`config.mk`:
```
export PLATFORM = sky130hd
export DESIGN_NAME = if_pc_sequencer
export DESIGN_NICKNAME = d
export VERILOG_FILES = /design/src/rtl/if_pc_sequencer.sv
export SDC_FILE = /design/constraint.sdc
export NUM_CORES = 1
export LEC_CHECK = 0
export ABC_CLOCK_PERIOD_IN_PS = 4300
export BUFFER_PORTS_ARGS = -buffer_cell sky130_fd_sc_hd__buf_2
export CAP_MARGIN = 20
export CORE_AREA = 2 2 104 106
export CTS_CLUSTER_SIZE = 8
export DETAILED_ROUTE_END_ITERATION = 10
export DIE_AREA = 0 0 106 108
export PLACE_DENSITY = 0.85
export SLEW_MARGIN = 10
export SYNTH_ARGS = -nofsm -noshare
export SYNTH_HDL_FRONTEND = slang
export SYNTH_SLANG_ARGS = --single-unit
```
`constraint.sdc`:
```
create_clock -name clk -period 4.3 [get_ports clk]
set_clock_uncertainty 0.05 [all_clocks]
set_input_delay 0.86 -clock clk [delete_from_list [all_inputs] [get_ports clk]]
set_output_delay 0.86 -clock clk [all_outputs]
set_load 0.02 [all_outputs]
```
`src/rtl/if_pc_sequencer.sv`:
```
// Fetch-stage PC sequencer: picks the next IMEM address from reset,
// EX/ID redirects and stalls, and tags the fetched instruction for ID.
module if_pc_sequencer #(
  parameter logic [31:0] RESET_PC = 32'h4000_0000
) (
  input  logic        clk,
  input  logic        rst,
  input  logic        stall,
  input  logic        id_redirect,
  input  logic [31:0] id_redirect_target,
  input  logic        ex_redirect,
  input  logic [31:0] ex_redirect_target,
  output logic [31:0] imem_addr,
  input  logic [31:0] imem_rdata,
  output logic [31:0] id_inst,
  output logic [31:0] id_pc,
  output logic        id_valid,
  output logic        id_kill,
  output logic        fetch_misaligned,
  output logic [31:0] fetch_count,
  output logic [31:0] flush_count
);

  logic [31:0] pc_q, pc_d;
  logic        v_q, v_d;
  logic        mis_q, mis_d;
  logic [31:0] fetch_cnt_q, fetch_cnt_d;
  logic [31:0] flush_cnt_q, flush_cnt_d;
  logic [31:0] tgt_raw;
  logic        tgt_sel;

  always_comb begin
    tgt_raw = 32'd0;
    tgt_sel = 1'b0;
    pc_d    = pc_q + 32'd4;
    if (rst) begin
      pc_d = RESET_PC;
    end else if (ex_redirect) begin
      tgt_raw = ex_redirect_target;
      tgt_sel = 1'b1;
    end else if (stall) begin
      pc_d = pc_q;
    end else if (id_redirect) begin
      tgt_raw = id_redirect_target;
      tgt_sel = 1'b1;
    end
    // Targets are word-aligned by dropping the low bits.
    if (tgt_sel) begin
      pc_d = {tgt_raw[31:2], 2'b00};
    end
  end

  always_comb begin
    v_d         = v_q | ex_redirect;
    mis_d       = mis_q | (tgt_sel & (tgt_raw[1:0] != 2'b00));
    fetch_cnt_d = fetch_cnt_q;
    flush_cnt_d = flush_cnt_q;
    if (v_q & ~stall & ~ex_redirect) begin
      fetch_cnt_d = fetch_cnt_q + 32'd1;
    end
    if (ex_redirect) begin
      flush_cnt_d = flush_cnt_q + 32'd1;
    end
    if (rst) begin
      v_d         = 1'b1;
      mis_d       = 1'b0;
      fetch_cnt_d = 32'd0;
      flush_cnt_d = 32'd0;
    end
  end

  always_ff @(posedge clk) begin
    pc_q        <= pc_d;
    v_q         <= v_d;
    mis_q       <= mis_d;
    fetch_cnt_q <= fetch_cnt_d;
    flush_cnt_q <= flush_cnt_d;
  end

  assign imem_addr        = pc_d;
  assign id_inst          = imem_rdata;
  assign id_pc            = pc_q;
  assign id_valid         = v_q & ~rst;
  assign id_kill          = ex_redirect & v_q & ~rst;
  assign fetch_misaligned = mis_q;
  assign fetch_count      = fetch_cnt_q;
  assign flush_count      = flush_cnt_q;

endmodule

```
# [Yosys cells after proc, flatten, opt, wreduce, memory -nomap -nowiden]
# Cells that the tools add are included.
[op_classes] reduce_logical=1 bitwise=11 add_sub_neg=3 mux=12
[op_table] op="$mux 32" count=8
[op_table] op="$add 32x1->32 const B" count=2
[op_table] op="$add 32x3->32 const B" count=1
[op_table] op="$and 1x1->1" count=6
[op_table] op="$mux 1" count=4
[op_table] op="$not 1->1" count=3
[op_table] op="$or 1x1->1" count=2
[op_table] op="$reduce_bool 2->1" count=1
[word_totals] out_inout_bits=163 inputBits=101 reg_bits=98

# [Depth between registers and ports, before layout]
# Gate-level depths: netlist of run 1.
[depth] depth_word=7 depth_mapped=7

# [Worst setup path before layout of run 1]
# OpenSTA, ideal clock, no wires.
[synth_timing] kind="input -> output" startpoint="in ex_redirect" endpoint="out imem_addr[17]" cell_stages=7 path_buffers=2 setup_slack_ns=1.112 t_arrival_ns=2.278 required_ns=3.390 cell_sequence="buf_6 nor2b_1 nor3_1 buf_2 nand4_1 xor2_1 o22ai_1"
[synth_via] elab_chain_cells=3 word_cells_on_any_way=7 classes_between="7 x mux"
[synth_rtl] item="start, declared" line_no="11" source="input logic ex_redirect,"
[synth_rtl] item="$mux 32 / $mux 1 (equally long branches)" line_no="38" source="end else if (ex_redirect) begin"
[synth_rtl] item="$mux 32 / $mux 1 (equally long branches)" line_no="36" source="if (rst) begin"
[synth_rtl] item="$mux 32 (*)" line_no="48" source="if (tgt_sel) begin"
[synth_rtl] item="end, declared" line_no="13" source="output logic [31:0] imem_addr,"
# Mark *: on every way between the ends. The rest lies on a longest branch, timed or not.

# [Worst setup path in the final report of run 1]
[layout_timing] startpoint="in ex_redirect" endpoint="out imem_addr[28]"
# Same word-level chain as after synthesis.

==> impl_metrics.env, run 1 <==
export IMPL_synthSimpleGateAreaFrac_pct=24.8
export IMPL_timing_final_max_slew_violations=0
export IMPL_critPathLaunchType="input port"
export IMPL_drc=0
export IMPL_start_util_pct=48.4
export IMPL_clock_power_share_pct=35.5
export IMPL_leakage_uw=0.00270
export IMPL_ys_async_sr_fraction_pct=0
export IMPL_internal_power_uw=1360
export IMPL_setup_viol=0
export IMPL_postCtsHoldBufs=0
export IMPL_grt_pass1_wl_um=20300
export IMPL_syn_area_per_cell_um2=8.68
export IMPL_critPathLaunch="ex_redirect"
export IMPL_switchingPower_uw=515
export IMPL_synthXorXnorAreaFrac_pct=14.9
export IMPL_drive_above_1_share_pct=31.4
export IMPL_synth_edff_count=0
export IMPL_mostFrequentLayoutCell="buf_2"
export IMPL_final_hold_violation_count=0
export IMPL_fin_nets=831
export IMPL_routedWlPerCell_um=15.1
export IMPL_vias=4626
export IMPL_die_area_um2=11400
export IMPL_synth_ff_type="dfxtp_1"
export IMPL_grt_max_degree=82
export IMPL_fmax_ghz=0.283
export IMPL_critPathMaxFanout=12
export IMPL_synth_top_family_by_area="simple AND/OR/NAND/NOR gates"
export IMPL_cts_path_max_buffers=2
export IMPL_port_buffers=199
export IMPL_rrSetupSlack_ns=2.15
export IMPL_pin_count=264
export IMPL_synth_compound_area_share_pct=7.43
export IMPL_outcome="finished clean"
export IMPL_grt_pass1_vias=4123
export IMPL_p_comb_share_pct=13.2
export IMPL_ys_warn_count=0
export IMPL_syn_nets=674
export IMPL_maxCapViolCount=0
export IMPL_crit_top_cell="buf_2"
export IMPL_holdWs_ns=0.398
export IMPL_synthMuxAreaShare_pct=4.25
export IMPL_hp_start="id_pc[1]"
export IMPL_worstSetupPathType="input port to output port"
export IMPL_p_per_area_nw_per_um2=311
export IMPL_antenna_found_initial=0
export IMPL_ir_worst_vdd_v=0.000198
export IMPL_cts_root_buf="clkbuf_8"
export IMPL_diodes=0
export IMPL_viasPerCell=5.33
export IMPL_cts_htree_levels=3
export IMPL_cts_resized=0
export IMPL_numCtsBuffers=9
export IMPL_whs_endpoint="id_pc[1]"
export IMPL_final_cell_mix="199 x buf_2, 98 x dfxtp_1, 72 x nor2_1"
export IMPL_grt_ovfl_total=0
export IMPL_synthDistinctLibCells=39
export IMPL_arrival_ns=2.62
export IMPL_tightest_slew_ns=1.09
export IMPL_grt_use_total_pct=21.8
export IMPL_crit_slowest_cell="nor3_2"
export IMPL_slowest_delay_ns=0.54
export IMPL_drt_iter0_markers=232
export IMPL_detail_route_antenna_nets=0
export IMPL_sw_frac_of_total_pct=27.5
export IMPL_r2r_cells=6
export IMPL_rsz0062_at_grt="no"
export IMPL_die_w_um=106
export IMPL_crit_chain="buf_2 > nor2b_1 > nor3_2 > nand4_1 > xor2_1 > o22ai_1 > buf_2"
export IMPL_min_path_cells=2
export IMPL_synth_seq_area_share_pct=39.6
export IMPL_syn_area_um2=4950
export IMPL_place_congestion=0.886
export IMPL_worstPathRequired_ns=3.39
export IMPL_rows=37
export IMPL_max_slew_margin_rel_pct=27.2
export IMPL_synthAdderAreaFrac_pct=0.759
export IMPL_cp_end_kind="output port"
export IMPL_synth_seq_cells=98
export IMPL_area_growth_pct=22.0
export IMPL_dp_hpwl_um=9750
export IMPL_clk_pin_slew_ns=0.10
export IMPL_fin_crit_sh_pct=82.1
export IMPL_insertion_delay_ns=0.36
export IMPL_cts_tree="built"
export IMPL_post_cts_buffers=0
export IMPL_drt_pass1_iter_count=4
export IMPL_synthCells=570
export IMPL_p_seq_share_pct=51.3
export IMPL_drt_wl_total_um=13100
export IMPL_clock_sinks=98
export IMPL_die_h_um=108
export IMPL_rr_endpoint="flush_count[30]"
export IMPL_hold_class="flop to flop"
export IMPL_r2r_start="flush_count[0]"
export IMPL_core_area_um2=10200
export IMPL_fin_crit_ns=3.53
export IMPL_fin_setup_tns_ns=0
layout make-up:
type	instances	area, µm²
clock buffer	9	124
clock inverter	7	101
fill	935	4190
inverter	12	45.0
multi-input combinational	399	2580
sequential	98	1960
tap	136	170
timing repair buffer	207	1060
flip-flops by register name, summed over array words and instances, names as in the netlist:
register,count
fetch_misaligned,1
v_q,1
id_pc,32
fetch_count,32
flush_count,32
per-stage QoR:
step	cell area [µm²]	setup slack (ns)	std cells	power (µW)	util [%]
detailed placement	5810	0.787	852	1230	56.8
finish	6040	0.769	868	1880	59.0
global placement	5810	0.838	852	1230	56.8
floorplan	4950	1.11	570	1170	-
CTS	6040	0.774	868	1890	59.0
global route	6040	0.622	868	1960	59.0
synthesized netlist by cell type (2+ instances only):
master	count	area, µm²
nand3_1	31	155
nor3b_1	3	22.5
nor4_1	7	43.8
buf_2	5	25.0
and3_1	15	93.8
dfxtp_1	98	1960
ha_1	3	37.5
and4_1	6	52.6
nand4_1	36	225
buf_4	32	240
nor2_1	72	270
xor2_1	56	490
a21oi_1	8	40.0
buf_1	3	11.3
nor2b_1	6	37.5
a22oi_1	11	82.6
o22ai_1	28	175
mux2i_1	21	210
xnor2_1	28	245
inv_1	12	45.0
or3_1	7	43.8
nand2_1	24	90.1
clkbuf_1	20	75.1
o21ai_0	7	35.0
nor3_1	11	55.1
or2_2	2	12.5
and2_1	6	37.5
worst max-delay path: cells and delay by family:
family                 cells  cell delay [ns]
AO/OA/AOI/OAI              1             0.18
XOR/XNOR                   1             0.19
buffers and inverters      2             0.47
AND/OR/NAND/NOR            3             0.91
power by group through the flow:
stage | registers (µW) | clock network, µW | logic (µW)
6_report | 964 | 666 | 248
5_1_grt | 968 | 721 | 266
3_5_place_dp | 984 | 0 | 247
2_1_floorplan | 1010 | 0 | 161
3_3_place_gp | 983 | 0 | 245
4_1_cts | 963 | 683 | 248
per-layer routing:
metal	GRT usage, %	routed length (µm)	vias up
met1	29.3	5790	2125
met4	10.2	362	0
met2	34.0	6080	184
met3	4.22	839	41
met5	0	0	-
li1	-	-	2276
cells by family after synthesis:
kind of cell	Yosys count
and+or+nand+nor	233
DFF	98
xor gates and xnor gates	84
buffers and inverters	73
AOI/OAI and AO/OA	58
muxes	21
adders and majority gates	3
worst max-delay path by stage:
stage	cells past startpoint	slack (ns)	to
after detailed placement	7	0.79	imem_addr[28]
final	7	0.77	imem_addr[28]
after CTS	7	0.77	imem_addr[28]
after global placement	7	0.84	imem_addr[28]
after global routing	7	0.62	imem_addr[24]
after floorplan	7	1.11	imem_addr[17]
Power figures use the tool's default switching activity.
==> inputs of run 2 (changes only) <==
==> config.mk (replaced) <==
export PLATFORM = sky130hd
export DESIGN_NAME = if_pc_sequencer
export DESIGN_NICKNAME = d
export VERILOG_FILES = /design/src/rtl/if_pc_sequencer.sv
export SDC_FILE = /design/constraint.sdc
export NUM_CORES = 1
export LEC_CHECK = 0
export ABC_CLOCK_PERIOD_IN_PS = 2860
export BUFFER_PORTS_ARGS = -buffer_cell sky130_fd_sc_hd__buf_2
export CAP_MARGIN = 20
export CORE_AREA = 2 2 93 140
export CTS_CLUSTER_SIZE = 8
export DETAILED_ROUTE_END_ITERATION = 10
export DIE_AREA = 0 0 95 142
export PLACE_DENSITY = 0.76
export SLEW_MARGIN = 10
export SYNTH_ARGS = -nofsm -noshare
export SYNTH_HDL_FRONTEND = slang
export SYNTH_SLANG_ARGS = --single-unit
==> constraint.sdc (replaced) <==
create_clock -name clk -period 2.86 [get_ports clk]
set_clock_uncertainty 0.05 [all_clocks]
set_input_delay 0.572 -clock clk [delete_from_list [all_inputs] [get_ports clk]]
set_output_delay 0.572 -clock clk [all_outputs]
set_load 0.02 [all_outputs]
==> run 2 against run 1 <==
  * Die area up 18%
  * Final cell count up 3.2%
  * Critical path depth down 1
  * Clock-buffer cell count up 1
  * Critical path type is now flop to output port
==> impl_metrics.env, run 2 (synthesis gave the netlist of run 1 again) <==
export IMPL_critPathLaunchType="flop"
export IMPL_hold_class="flop to flop"
export IMPL_arrival_ns=2.12
export IMPL_finalNonFillerCells=896
export IMPL_crit_chain="nand4_1 > nor4_2 > nand3_1 > xor2_1 > o22ai_1 > buf_2"
export IMPL_grt_use_total_pct=19.6
export IMPL_dp_slack_ns=0.202
export IMPL_fin_crit_sh_pct=96.0
export IMPL_worstPathRequired_ns=2.24
export IMPL_critPathMaxFanout=4
export IMPL_core_area_um2=12300
export IMPL_insertion_delay_ns=0.34
export IMPL_rows=50
export IMPL_met3_usage_pct=4.08
export IMPL_viasPerCell=5.18
export IMPL_busiest_layer="met2"
export IMPL_start_util_pct=40.2
export IMPL_area_growth_pct=26.4
export IMPL_crit_slowest_cell="nor4_2"
export IMPL_fin_nets=840
export IMPL_critPathBufInv=1
export IMPL_mostFrequentLayoutCell="buf_2"
export IMPL_worst_slack_ns=0.115
export IMPL_fin_crit_ns=2.75
export IMPL_grt_pass1_wl_um=20600
export IMPL_p_per_area_nw_per_um2=493
export IMPL_place_congestion=0.846
export IMPL_cp_end_kind="output port"
export IMPL_ir_worst_vdd_v=0.000233
export IMPL_crit_family="simple AND/OR/NAND/NOR gates"
export IMPL_fmax_ghz=0.364
export IMPL_cts_path_max_buffers=2
export IMPL_power_uw=3080
export IMPL_maxCapViolCount=0
export IMPL_grt_max_degree=58
export IMPL_clk_pin_slew_ns=0.07
export IMPL_outcome="finished clean"
export IMPL_die_h_um=142
export IMPL_globalRouteMet1Util_pct=23.2
export IMPL_timing_final_max_slew_violations=0
export IMPL_drc=0
export IMPL_rsz0062_at_grt="yes"
export IMPL_final_hold_violation_count=0
export IMPL_clock_sinks=98
export IMPL_vias=4645
export IMPL_cts_tree="built"
export IMPL_drt_wl_total_um=14000
export IMPL_antenna_found_initial=0
export IMPL_dp_cells=881
export IMPL_port_buffers=199
export IMPL_post_cts_buffers=0
export IMPL_setup_viol=0
export IMPL_numCtsBuffers=9
export IMPL_routedWlPerCell_um=15.6
export IMPL_detail_route_antenna_nets=0
export IMPL_cts_root_buf="clkbuf_16"
export IMPL_grt_ovfl_total=0
export IMPL_slowest_delay_ns=0.47
export IMPL_max_slew_margin_rel_pct=59.7
export IMPL_final_cell_mix="198 x buf_2, 98 x dfxtp_1, 71 x nor2_1"
export IMPL_tightest_slew_ns=0.604
export IMPL_drt_pass1_iter_count=4
export IMPL_drt_iter0_markers=131
export IMPL_cts_htree_levels=3
export IMPL_met2_usage_pct=33.3
export IMPL_leakage_uw=0.00279
export IMPL_dp_hpwl_um=10300
export IMPL_grt_pass1_vias=4144
export IMPL_diodes=0
export IMPL_drive_above_1_share_pct=32.8
export IMPL_die_area_um2=13500
export IMPL_pin_count=264
export IMPL_die_w_um=95
export IMPL_worstSetupPathType="flop to output port"
==> run 2: changes by cell type in the layout (fill, tap and decap cells not counted), moves of 2 or more <==
cell       change
clkbuf_16      +9
buf_12         +2
buf_4          +8
clkbuf_8       -8
==> run 2: timing repair <==
action | CTS | global route
endpoints found under the setup margin | 15 | 12
gates cloned | 0 | 0
resized for setup | 1 | 5
hold buffers | 0 | 0
==> run 2: path summary, 6_finish.rpt <==
path         cells after the start  slack [ns]               to           start
min reg2reg                      2        0.40         id_pc[1]        id_pc[1]
min                              2        0.40         id_pc[1]        id_pc[1]
max reg2reg                      7        1.03  flush_count[30]  flush_count[0]
max                              6        0.11    imem_addr[29]       id_pc[20]
==> run 2: per-stage QoR <==
step                      hold slack [ns]  area [µm²]  util [%]  setup TNS, ns
after floorplan                     0.404        4950         -              0
after global placement              0.371        5930      48.2              0
after detailed placement            0.386        5930      48.2              0
after CTS                           0.397        6240      50.6              0
after global routing                0.416        6260      50.8        -0.0797
final                               0.396        6260      50.8              0
==> run 2: report_power, final <==
part | leakage [µW] | internal [µW] | switching, µW
sequential | 0.000797 | 1400 | 44.9
combinational | 0.00185 | 152 | 237
clock | 0.000149 | 704 | 544
==> run 2: worst register-to-register path: stages, from the launching register on <==
cell,delay (ns)
dfxtp_1,0.38
ha_1,0.18
and3_1,0.26
nand4_1,0.11
buf_4,0.19
nor4_1,0.32
xnor2_1,0.16
nor2_1,0.05
==> run 2: area by class of cell <==
cell class | count | area [µm²]
fillers | 1191 | 6070
multi-input cells | 399 | 2600
flip-flops and latches | 98 | 1960
repair buffers | 216 | 1150
clock buffers | 10 | 239
well taps | 156 | 195
clock inverters | 5 | 61.3
inverters | 12 | 45.0
==> run 2: layer usage <==
| layer | vias up | part of all wire, % | wire length, µm |
|---|---|---|---|
| met1 | 2162 | 40 | 5610 |
| met4 | 0 | 3.8 | 527 |
| met5 | - | 0 | 0 |
| met2 | 147 | 50 | 7040 |
| met3 | 40 | 5.6 | 782 |
| li1 | 2296 | - | - |
